**src/rtl/if_pkg.sv**
```systemverilog
// Shared constants and FSM encoding for the instruction-fetch stage.
package if_pkg;

   localparam int unsigned PC_W = 32;

   localparam logic [PC_W-1:0] IF_NOP_INST = 32'h0000_0000;
   localparam logic [PC_W-1:0] PC_STEP     = PC_W'(4);

   typedef enum logic [1:0] {
      FETCH = 2'd0,
      DROP  = 2'd1,
      HOLD  = 2'd2
   } if_state_e;

endpackage

```
**src/rtl/if_fetch_buf.sv**
```systemverilog
// One-entry holding buffer for an instruction whose fetch completed while ID was stalled.
module if_fetch_buf
   import if_pkg::*;
(
   input  logic            clk,
   input  logic            rst_n,
   input  logic            capture,
   input  logic            clear,
   input  logic [PC_W-1:0] cap_pc,
   input  logic [PC_W-1:0] cap_inst,
   output logic            valid,
   output logic [PC_W-1:0] pc,
   output logic [PC_W-1:0] inst
);

   always_ff @(posedge clk or negedge rst_n) begin
      if (!rst_n) begin
         valid <= 1'b0;
         pc    <= '0;
         inst  <= IF_NOP_INST;
      end else if (clear) begin
         valid <= 1'b0;
      end else if (capture) begin
         valid <= 1'b1;
         pc    <= cap_pc;
         inst  <= cap_inst;
      end
   end

endmodule

```
**src/rtl/if_stage.sv**
```systemverilog
// Instruction-fetch stage: PC sequencing, imem handshake, redirect flush and stall hold.
// Define IF_FETCH_BUF_EN to buffer one instruction fetched during a stall and release it bubble-free.
module if_stage
   import if_pkg::*;
#(
   parameter logic [PC_W-1:0] RESET_PC = 32'h0000_0000,
   parameter logic [PC_W-1:0] NOP_INST = IF_NOP_INST
) (
   input  logic            Clk,
   input  logic            Rst_n,
   input  logic            Stall,
   input  logic            Branch_Taken,
   input  logic [PC_W-1:0] Branch_Target,
   input  logic            Jump,
   input  logic [PC_W-1:0] Jump_Target,
   output logic            Imem_Req,
   output logic [PC_W-1:0] Imem_Addr,
   input  logic            Imem_Ready,
   input  logic [PC_W-1:0] Imem_Rdata,
   output logic [PC_W-1:0] O_PC,
   output logic [PC_W-1:0] O_PC4,
   output logic [PC_W-1:0] O_Inst,
   output logic            O_Valid
);

   if_state_e       state_q, state_d;
   logic [PC_W-1:0] addr_d, tgt_q, tgt_d;
   logic [PC_W-1:0] pc_d, pc4_d, inst_d;
   logic            valid_d, req_d;
   logic            hs, redirect;
   logic [PC_W-1:0] target;
   logic            buf_cap, buf_clr, buf_valid;
   logic [PC_W-1:0] buf_pc, buf_inst;

`ifdef IF_FETCH_BUF_EN
   localparam bit BUF_EN = 1'b1;

   if_fetch_buf u_fetch_buf (
      .clk      (Clk),
      .rst_n    (Rst_n),
      .capture  (buf_cap),
      .clear    (buf_clr),
      .cap_pc   (Imem_Addr),
      .cap_inst (Imem_Rdata),
      .valid    (buf_valid),
      .pc       (buf_pc),
      .inst     (buf_inst)
   );
`else
   localparam bit BUF_EN = 1'b0;

   logic unused_buf;
   assign buf_valid  = 1'b0;
   assign buf_pc     = '0;
   assign buf_inst   = '0;
   assign unused_buf = buf_cap ^ buf_clr;
`endif

   assign hs       = Imem_Req & Imem_Ready;
   assign redirect = Branch_Taken | Jump;
   assign target   = Branch_Taken ? Branch_Target : Jump_Target;

   // Next-state and output decode; redirect outranks stall and any pending data.
   always_comb begin
      state_d = state_q;
      addr_d  = Imem_Addr;
      tgt_d   = tgt_q;
      pc_d    = O_PC;
      pc4_d   = O_PC4;
      inst_d  = O_Inst;
      valid_d = O_Valid;
      buf_cap = 1'b0;
      buf_clr = 1'b0;

      if (redirect) begin
         valid_d = 1'b0;
         inst_d  = NOP_INST;
         buf_clr = 1'b1;
         if (hs || !Imem_Req) begin
            addr_d  = target;
            state_d = FETCH;
         end else begin
            tgt_d   = target;
            state_d = DROP;
         end
      end else begin
         case (state_q)
            DROP: begin
               if (!Stall) begin
                  valid_d = 1'b0;
                  inst_d  = NOP_INST;
               end
               if (hs) begin
                  addr_d  = tgt_q;
                  state_d = FETCH;
               end
            end
            HOLD: begin
               if (!Stall) begin
                  state_d = FETCH;
                  buf_clr = 1'b1;
                  valid_d = buf_valid;
                  if (buf_valid) begin
                     pc_d   = buf_pc;
                     pc4_d  = buf_pc + PC_STEP;
                     inst_d = buf_inst;
                  end else begin
                     inst_d = NOP_INST;
                  end
               end
            end
            default: begin
               if (Stall) begin
                  // Without the buffer the returned word is dropped and its address re-fetched later.
                  if (hs) begin
                     state_d = HOLD;
                     if (BUF_EN) begin
                        buf_cap = 1'b1;
                        addr_d  = Imem_Addr + PC_STEP;
                     end
                  end
               end else if (hs) begin
                  pc_d    = Imem_Addr;
                  pc4_d   = Imem_Addr + PC_STEP;
                  inst_d  = Imem_Rdata;
                  valid_d = 1'b1;
                  addr_d  = Imem_Addr + PC_STEP;
               end else begin
                  valid_d = 1'b0;
                  inst_d  = NOP_INST;
               end
            end
         endcase
      end

      req_d = (state_d != HOLD);
   end

   always_ff @(posedge Clk or negedge Rst_n) begin
      if (!Rst_n) begin
         state_q   <= FETCH;
         Imem_Req  <= 1'b0;
         Imem_Addr <= RESET_PC;
         tgt_q     <= '0;
         O_PC      <= '0;
         O_PC4     <= '0;
         O_Inst    <= NOP_INST;
         O_Valid   <= 1'b0;
      end else begin
         state_q   <= state_d;
         Imem_Req  <= req_d;
         Imem_Addr <= addr_d;
         tgt_q     <= tgt_d;
         O_PC      <= pc_d;
         O_PC4     <= pc4_d;
         O_Inst    <= inst_d;
         O_Valid   <= valid_d;
      end
   end

endmodule

```
**config.mk**
```make
export PLATFORM = sky130hd
export DESIGN_NAME = if_stage
export DESIGN_NICKNAME = d
export VERILOG_FILES = /design/src/rtl/if_pkg.sv /design/src/rtl/if_fetch_buf.sv /design/src/rtl/if_stage.sv
export SDC_FILE = /design/constraint.sdc
export NUM_CORES = 1
export LEC_CHECK = 0
export CAP_MARGIN = 25
export CORE_MARGIN = 2
export CORE_UTILIZATION = 43
export CTS_CLUSTER_SIZE = 30
export DETAILED_ROUTE_END_ITERATION = 10
export GPL_TIMING_DRIVEN = 0
export PLACE_DENSITY = 0.77
export SYNTH_ARGS = -nofsm -noshare
export SYNTH_HDL_FRONTEND = slang
export SYNTH_HIERARCHICAL = 1
export SYNTH_SLANG_ARGS = --single-unit
```
**constraint.sdc**
```tcl
create_clock -name Clk -period 2.23 [get_ports Clk]
set_input_delay 0.5575 -clock Clk [delete_from_list [all_inputs] [get_ports Clk]]
set_output_delay 0.5575 -clock Clk [all_outputs]
set_load 0.01 [all_outputs]
```
Yosys cells after proc, flatten, opt, wreduce, memory -nomap -nowiden
Cells that the tools add are included.

Register bits after elaboration: 164. Input bits: 102. Output and inout port bits: 130. Word-level logic and storage cells: 53.

$add $sub $neg: 1. Eq/ne operators: 7. Mux-type cells: 24. Bitwise logic cells: 6. Reductions and logical operators: 7.

Operators with widths (count): $mux W32 (11); $pmux W32 S2 (1); $add A32 B3 Y32 const B (1); $mux W2 (5); $reduce_and A4 Y1 (2); $mux W1 (6); $ne A2 B1 Y1 const B (2); $ne A2 B2 Y1 const B (2); $not A1 Y1 (4); $pmux W2 S2 (1); $ne A3 B1 Y1 const B (1); $eq A2 B1 Y1 const B (1); $eq A2 B2 Y1 const B (1); $reduce_and A2 Y1 (1); $reduce_bool A2 Y1 (1); $reduce_or A2 Y1 (1); $and A1 B1 Y1 (1); $logic_not A1 Y1 (1); $logic_or A1 B1 Y1 (1); $or A1 B1 Y1 (1).

Longest topological paths before layout
Word-level depth: 6. Mapped depth: 9. Depth with buffers taken out: 7.

Least setup slack after synthesis
Ideal clock, no wire load.

Path kind: register -> register. From: reg Imem_Addr[7]. To: reg Imem_Addr[19]. Library setup time: 0.141 ns. Arrival: 2.135 ns. Data required time: 2.089 ns. Setup slack: -0.046 ns. Stages on the path, launching flop included: 8. Path buffers: 2. Clock period less this slack: 2.276 ns. Cell sequence: dfrtp_1 clkbuf_2 nand3_4 or4_1 buf_2 or4_1 a311oi_1 a221oi_1.

Word-level cells in the longest chain between the ends: 5.

RTL lines: from (decl) (line if_stage.sv:17) `output logic [PC_W-1:0] Imem_Addr,`; from (signal assigned) (line if_stage.sv:152) `Imem_Addr <= addr_d;`; $add A32 B3 Y32 (line if_stage.sv:127) `addr_d = Imem_Addr + PC_STEP;`; $mux W32 (line if_stage.sv:122) `end else if (hs) begin`; $mux W32 (line if_stage.sv:113) `if (Stall) begin`; $pmux W32 S2 (line if_stage.sv:87) `case (state_q)`; $mux W32 (line if_stage.sv:75) `if (redirect) begin`.

Every way passes these cells. The select of a mux whose other input is x is not followed. A chain may end at the register's enable or synchronous reset.

Final worst setup path
From: reg Imem_Addr[13]. To: reg Imem_Addr[19].

The elaborated chain is that of the path after synthesis.

==> flow_metrics.py <==
metrics = {
    "min_path": {
        "worstHoldPathType": "input port to asynchronous set/reset pin",
    },
    "yosys": {
        "yosysWarnings": 6,
        "synthTopCellsByCount": "164 x nand2_1, 162 x dfrtp_1, 70 x nor2_1",
        "syn_nets": 929,
        "yosys.cell_types.count": 54,
        "ys_seq_area_share_pct": 52.4,
        "synthArstFlopShare_pct": 100,
        "ys_top_cells_by_area": "dfrtp_1 52%, nand2_1 8.0%, o21ai_0 4.2%, a22o_1 4.1%, nor2_1 3.4%",
        "synth_compound_area_share_pct": 19.8,
        "synth_cells": 824,
        "yosysTopAreaCell": "dfrtp_1",
        "yosysTopAreaCellShare_pct": 52.4,
        "synth_ff_type": "dfrtp_1",
        "yosys_register_bits": 162,
        "synth_xor_area_share_pct": 3.06,
        "synth_most_common_cell": "nand2_1",
        "synth-edff-count": 0,
        "yosys.area_share.simple_pct": 17.7,
        "synthAdderAreaFrac_pct": 0.485,
        "avgSynthCellArea_sq_um": 9.39,
        "synth_mux_area_share_pct": 2.98,
        "syn-cell-area_sq_mm": 0.00773,
        "synth_top_family_by_area": "compound AO/OA/AOI/OAI gates",
    },
    "critical_path": {
        "path_max_fanout": 8,
        "start_kind": "flop",
        "r2r_setup_slack_ns": 0.005,
        "reg2regPathDepth": 6,
        "worst-setup-path-type": "flop to flop",
        "cp_data_required_time_ns": 2.52,
        "rr_startpoint": "Imem_Addr[13]$_DFFE_PN0P_",
        "rr_endpoint": "Imem_Addr[19]$_DFFE_PN0P_",
        "cp-end-kind": "flop",
        "arrival_ns": 2.52,
    },
    "clock_network": {
        "clock_sinks": 162,
        "clkTransAtPathRegs_ns": 0.06,
        "numCtsBuffers": 17,
        "cts_tree": "built",
        "cts-root-buf": "clkbuf_16",
        "ctsHoldBuffers": 0,
        "cts_max_level": 4,
        "clk_latency_ns": 0.42,
        "clk_path_buf_depth": 2,
    },
    "global_route": {
        "grt_most_used_layer": "met2",
        "antenna_found_initial": 0,
        "grt_util_met2_pct": 41.8,
        "met1_usage_pct": 35.1,
        "grt_usage_pct": 26.4,
        "grt_overflow": 0,
        "grt_pass1_vias": 7279,
        "grt_max_degree": 83,
        "met3_usage_pct": 6.30,
        "grt_pass1_wl_microns": 39800,
    },
    "routing": {
        "routed-via-count": 7376,
        "detail_route.wl_per_cell_microns": 19.2,
        "drcViolationCount": 0,
        "drtIter0Drc": 728,
        "vias_per_cell": 5.57,
        "ant_nets": 0,
        "drt_first_pass_iters": 5,
        "routed_wirelength_microns": 25500,
    },
    "place": {
        "place_hpwl_microns": 18800,
        "io_buffers": 231,
        "gp_congestion": 0.926,
    },
    "power_and_ir_drop": {
        "p_int_mw": 6.52,
        "swShare_pct": 30.4,
        "power.density_mw_per_mm2": 840,
        "switchingPower_mw": 2.85,
        "p_total_mw": 9.37,
        "p_leak_nw": 4.79,
        "p_comb_share_pct": 28.5,
        "ir_drop_mv": 0.518,
        "pwr-share-seq_pct": 41.7,
        "p_clk_share_pct": 29.8,
    },
    "floorplan": {
        "core_area_sq_mm": 0.0178,
        "die_h_microns": 138,
        "row_count": 49,
        "initial_core_util_pct": 43.5,
        "ioPinCount": 232,
        "die_w_microns": 138,
        "dieArea_sq_mm": 0.0191,
    },
    "timing": {
        "finalSetupTns_ns": 0,
        "setup_violations": 0,
        "rsz0062_at_grt": "yes",
        "final.setup_skew_ns": 0.00566,
        "tightestPinTransition_ns": 0.721,
        "slew_headroom_pct": 51.5,
        "drv_slew": 0,
        "min_period_over_period_pct": 99.8,
        "min_period_ns": 2.22,
        "hold_viol": 0,
        "fmax_mhz": 450,
    },
    "status": {
        "status": "completed",
    },
    "job": {
        "cap_violations": 0,
    },
    "cells_and_area": {
        "nFillCells": 1511,
        "diodes": 0,
        "area_delta_synth_final_pct": 44.2,
        "drive_gt1_share_pct": 10.8,
        "nNetsFinal": 1189,
    },
}
## metal layers
| metal | up-vias | wire, microns |
|---|---|---|
| li1 | 3422 | - |
| met1 | 3505 | 10800 |
| met2 | 391 | 11900 |
| met3 | 58 | 1950 |
| met4 | 0 | 791 |
| met5 | - | 0 |
## registers in the layout, indices dropped and copies added, names as in the netlist
register and count:
O_PC4 30, state_q 2, O_Inst 32, O_Valid 1, Imem_Addr 32, O_PC 32
tgt_q 32, Imem_Req 1
## cell families after synthesis
group	after synthesis
AOI/OAI and AO/OA	230
buffers and inverters	70
adders and majority gates	3
and+or+nand+nor	309
xor gates and xnor gates	27
muxes	23
DFF	162
## worst max-delay path by stage
stage / from / to / depth (start not counted)
finish: Imem_Addr[13]$_DFFE_PN0P_ / Imem_Addr[19]$_DFFE_PN0P_ / 6
floorplan: Imem_Addr[10]$_DFFE_PN0P_ / Imem_Addr[19]$_DFFE_PN0P_ / 7
detailed placement: Branch_Taken / tgt_q[23]$_DFFE_PN0P_ / 6
CTS: Imem_Addr[16]$_DFFE_PN0P_ / Imem_Addr[19]$_DFFE_PN0P_ / 6
global route: Imem_Addr[10]$_DFFE_PN0P_ / Imem_Addr[19]$_DFFE_PN0P_ / 7
global placement: Rst_n / O_Inst[17]$_DFFE_PN0P_ / 1
## layout by cell type (no fill, tap or decap), drive strengths merged, types with 8 or more instances in the layout
master         Yosys  final
nand2b            15     15
nor3              12     12
mux2i             23     23
buf               11     22
a31oi             14     14
nand4              8      8
a21oi             41     41
clkbuf            50     70
o2bb2ai           10     10
dfrtp            162    162
nand3             13     13
a221oi            12     12
inv                9      9
a22o              36     36
nor2              70     70
clkdlybuf4s50      0    230
nand2            164    164
xnor2             19     19
xor2               8      8
a22oi             15     15
o21ai             66     66
## repair_timing
item                                    in CTS  in global routing
setup buffers                                3                  7
hold endpoints to repair                     0                  0
cloned                                       0                  0
gates resized for setup                     49                 35
pin swaps                                    2                  1
endpoints found under the setup margin     155                 61
## through the flow
step / cell area (sq um) / hold slack, ns / setup slack [ns] / util, % / instances
global route: 11100 / 0.154 / -0.0629 / 62.7 / 1325
floorplan: 7760 / 0.262 / 0.0115 / - / 824
finish: 11100 / 0.116 / 0.00547 / 62.7 / 1325
global placement: 10400 / 0.458 / -6.07 / 58.2 / 1284
CTS: 11100 / 0.141 / 0.000296 / 62.2 / 1318
detailed placement: 10400 / 0.461 / -1.15 / 58.5 / 1286
## worst max-delay path: stages (launching register included)
cell and delay, ns:
dfrtp_2 0.47, nand2_1 0.15, or4_4 0.50, buf_6 0.16, or4_1 0.47, a311oi_1 0.28, a221oi_1 0.08
## cell type report
class | count | area [sq um] | share of cell area [%]
Sequential cell | 162 | 4070 | 36.5
Clock inverter | 11 | 115 | 1.03
Timing Repair Buffer | 243 | 2420 | 21.7
Multi-Input combinational cell | 592 | 3460 | 31.1
Inverter | 9 | 33.8 | 0.303
Buffer | 59 | 323 | 2.90
Clock buffer | 20 | 437 | 3.92
Tap cell | 229 | 287 | 2.57
## power groups by stage
stage	Combinational [mW]	Clock (mW)	Sequential, mW
after floorplan	0.877	0	4.07
after global placement	2.53	0	3.93
after detailed placement	2.57	0	3.95
after CTS	2.62	2.83	3.90
after global routing	2.88	2.95	3.97
final	2.67	2.79	3.91
(Power assumes the default switching activity.)
==> RTL edit, RTL diff (config.mk and constraints unchanged) <==
Build with the macro `IF_FETCH_BUF_EN` defined.
--- a/src/rtl/if_stage.sv
+++ b/src/rtl/if_stage.sv
@@ -1,4 +1,6 @@
 // Instruction-fetch stage: PC sequencing, imem handshake, redirect flush and stall hold.
 // Define IF_FETCH_BUF_EN to buffer one instruction fetched during a stall and release it bubble-free.
+`define IF_FETCH_BUF_EN
+
 module if_stage
    import if_pkg::*;
Formal check against the unedited RTL: not equivalent (Yosys sat finds a counterexample within 4 cycles, from zero or initial values and one cycle with Rst_n low).
==> RTL edit against the unedited design <==
Worst setup slack improved by 0.018 ns; sequential cell count grew 65; non-clock buffer count grew 30; wire length grew 48%; combinational power increased by 25%; sequential share of layout area fell by 1.2 points; design area grew 45%; critical endpoint is now Imem_Addr[14]; final cell count grew 38%; sequential power rose by 43%; register-to-register slack better by 0.05 ns; synthesized area increased by 55%; clock skew barely moved; total power is 46% higher.
==> RTL edit: results (changes against the unedited design) <==
status: "complete, no violations"
synth_compound_area_frac: 0.133  # -0.0656
drive_above_1_share: 0.168  # +0.0599
wl_met2_mm: 17.3  # +45%
fill_cells: 2319  # +53%
dp_hpwl_mm: 27.4  # +46%
crit_path_max_fanout: 7  # -1
inverters_excl_clock: 13  # +4
multiInputGateArea_um2: 5890  # +70%
ctsResizeCount: 43  # -12%
power_mw: 13.7  # +46%
globalplace.congestion: 0.947  # +2.3%
max_slew_margin: 0.332  # -0.184
synth_mux_area_frac: 0.172  # +0.142
grt_pass1_vias: 10100  # +38%
buf_share: 0.190  # -0.0566
comb.multi_input.count: 824  # +39%
clk_share: 0.0604  # +0.0109
via_per_inst: 5.71  # +2.6%
wl_per_cell_um: 20.7  # +7.5%
synth_top_cells_by_area: "dfrtp_1 (47%), mux2i_1 (9.0%), mux2_4 (7.5%)"
clkbuf_count: 40  # +100%
regToRegSetupSlack_ns: 0.06  # +0.05 ns
synth_commonest_cells: "dfrtp_1 (227), nand2_1 (130), o21ai_0 (113), mux2i_1 (108), nor2_1 (69)"
cts_max_level: 1  # -3
p_clk_frac: 0.348  # +0.050
ys_seq_area_frac: 0.474  # -0.0498
track_usage: 0.252  # -0.0121
cts_setup_buffers: 6  # +3
synth_fp_nets: 1251  # +35%
grt_max_degree: 126  # +52%
-- RTL edit: cell count changes after synthesis, moves of 11 or more --
cell     delta
mux2_4     +60
nor3_1     +15
o21ai_0    +48
nand2_1    -34
xor2_1     +14
a21oi_1    +14
nand4_1    +11
mux2i_1    +85
nor4_1     +11
dfrtp_1    +65
nand3_1    +20
a22o_1     -32
-- RTL edit: kinds of logic (layout without fill, tap and decap cells) --
logic type / count (synthesis) / in the layout
XOR/XNOR: 43 / 43
buffers and inverters: 94 / 393
AO/OA/AOI/OAI: 260 / 260
flip-flops: 227 / 227
AND/OR/NAND/NOR: 342 / 342
adder cells (fa/ha/maj): 4 / 4
multiplexers: 175 / 175
-- RTL edit: metrics by stage --
step	std cells	hold slack, ns
after floorplan	1145	0.262
after global placement	1752	0.463
after detailed placement	1754	0.337
after CTS	1807	0.381
after global routing	1822	0.404
final	1822	0.388
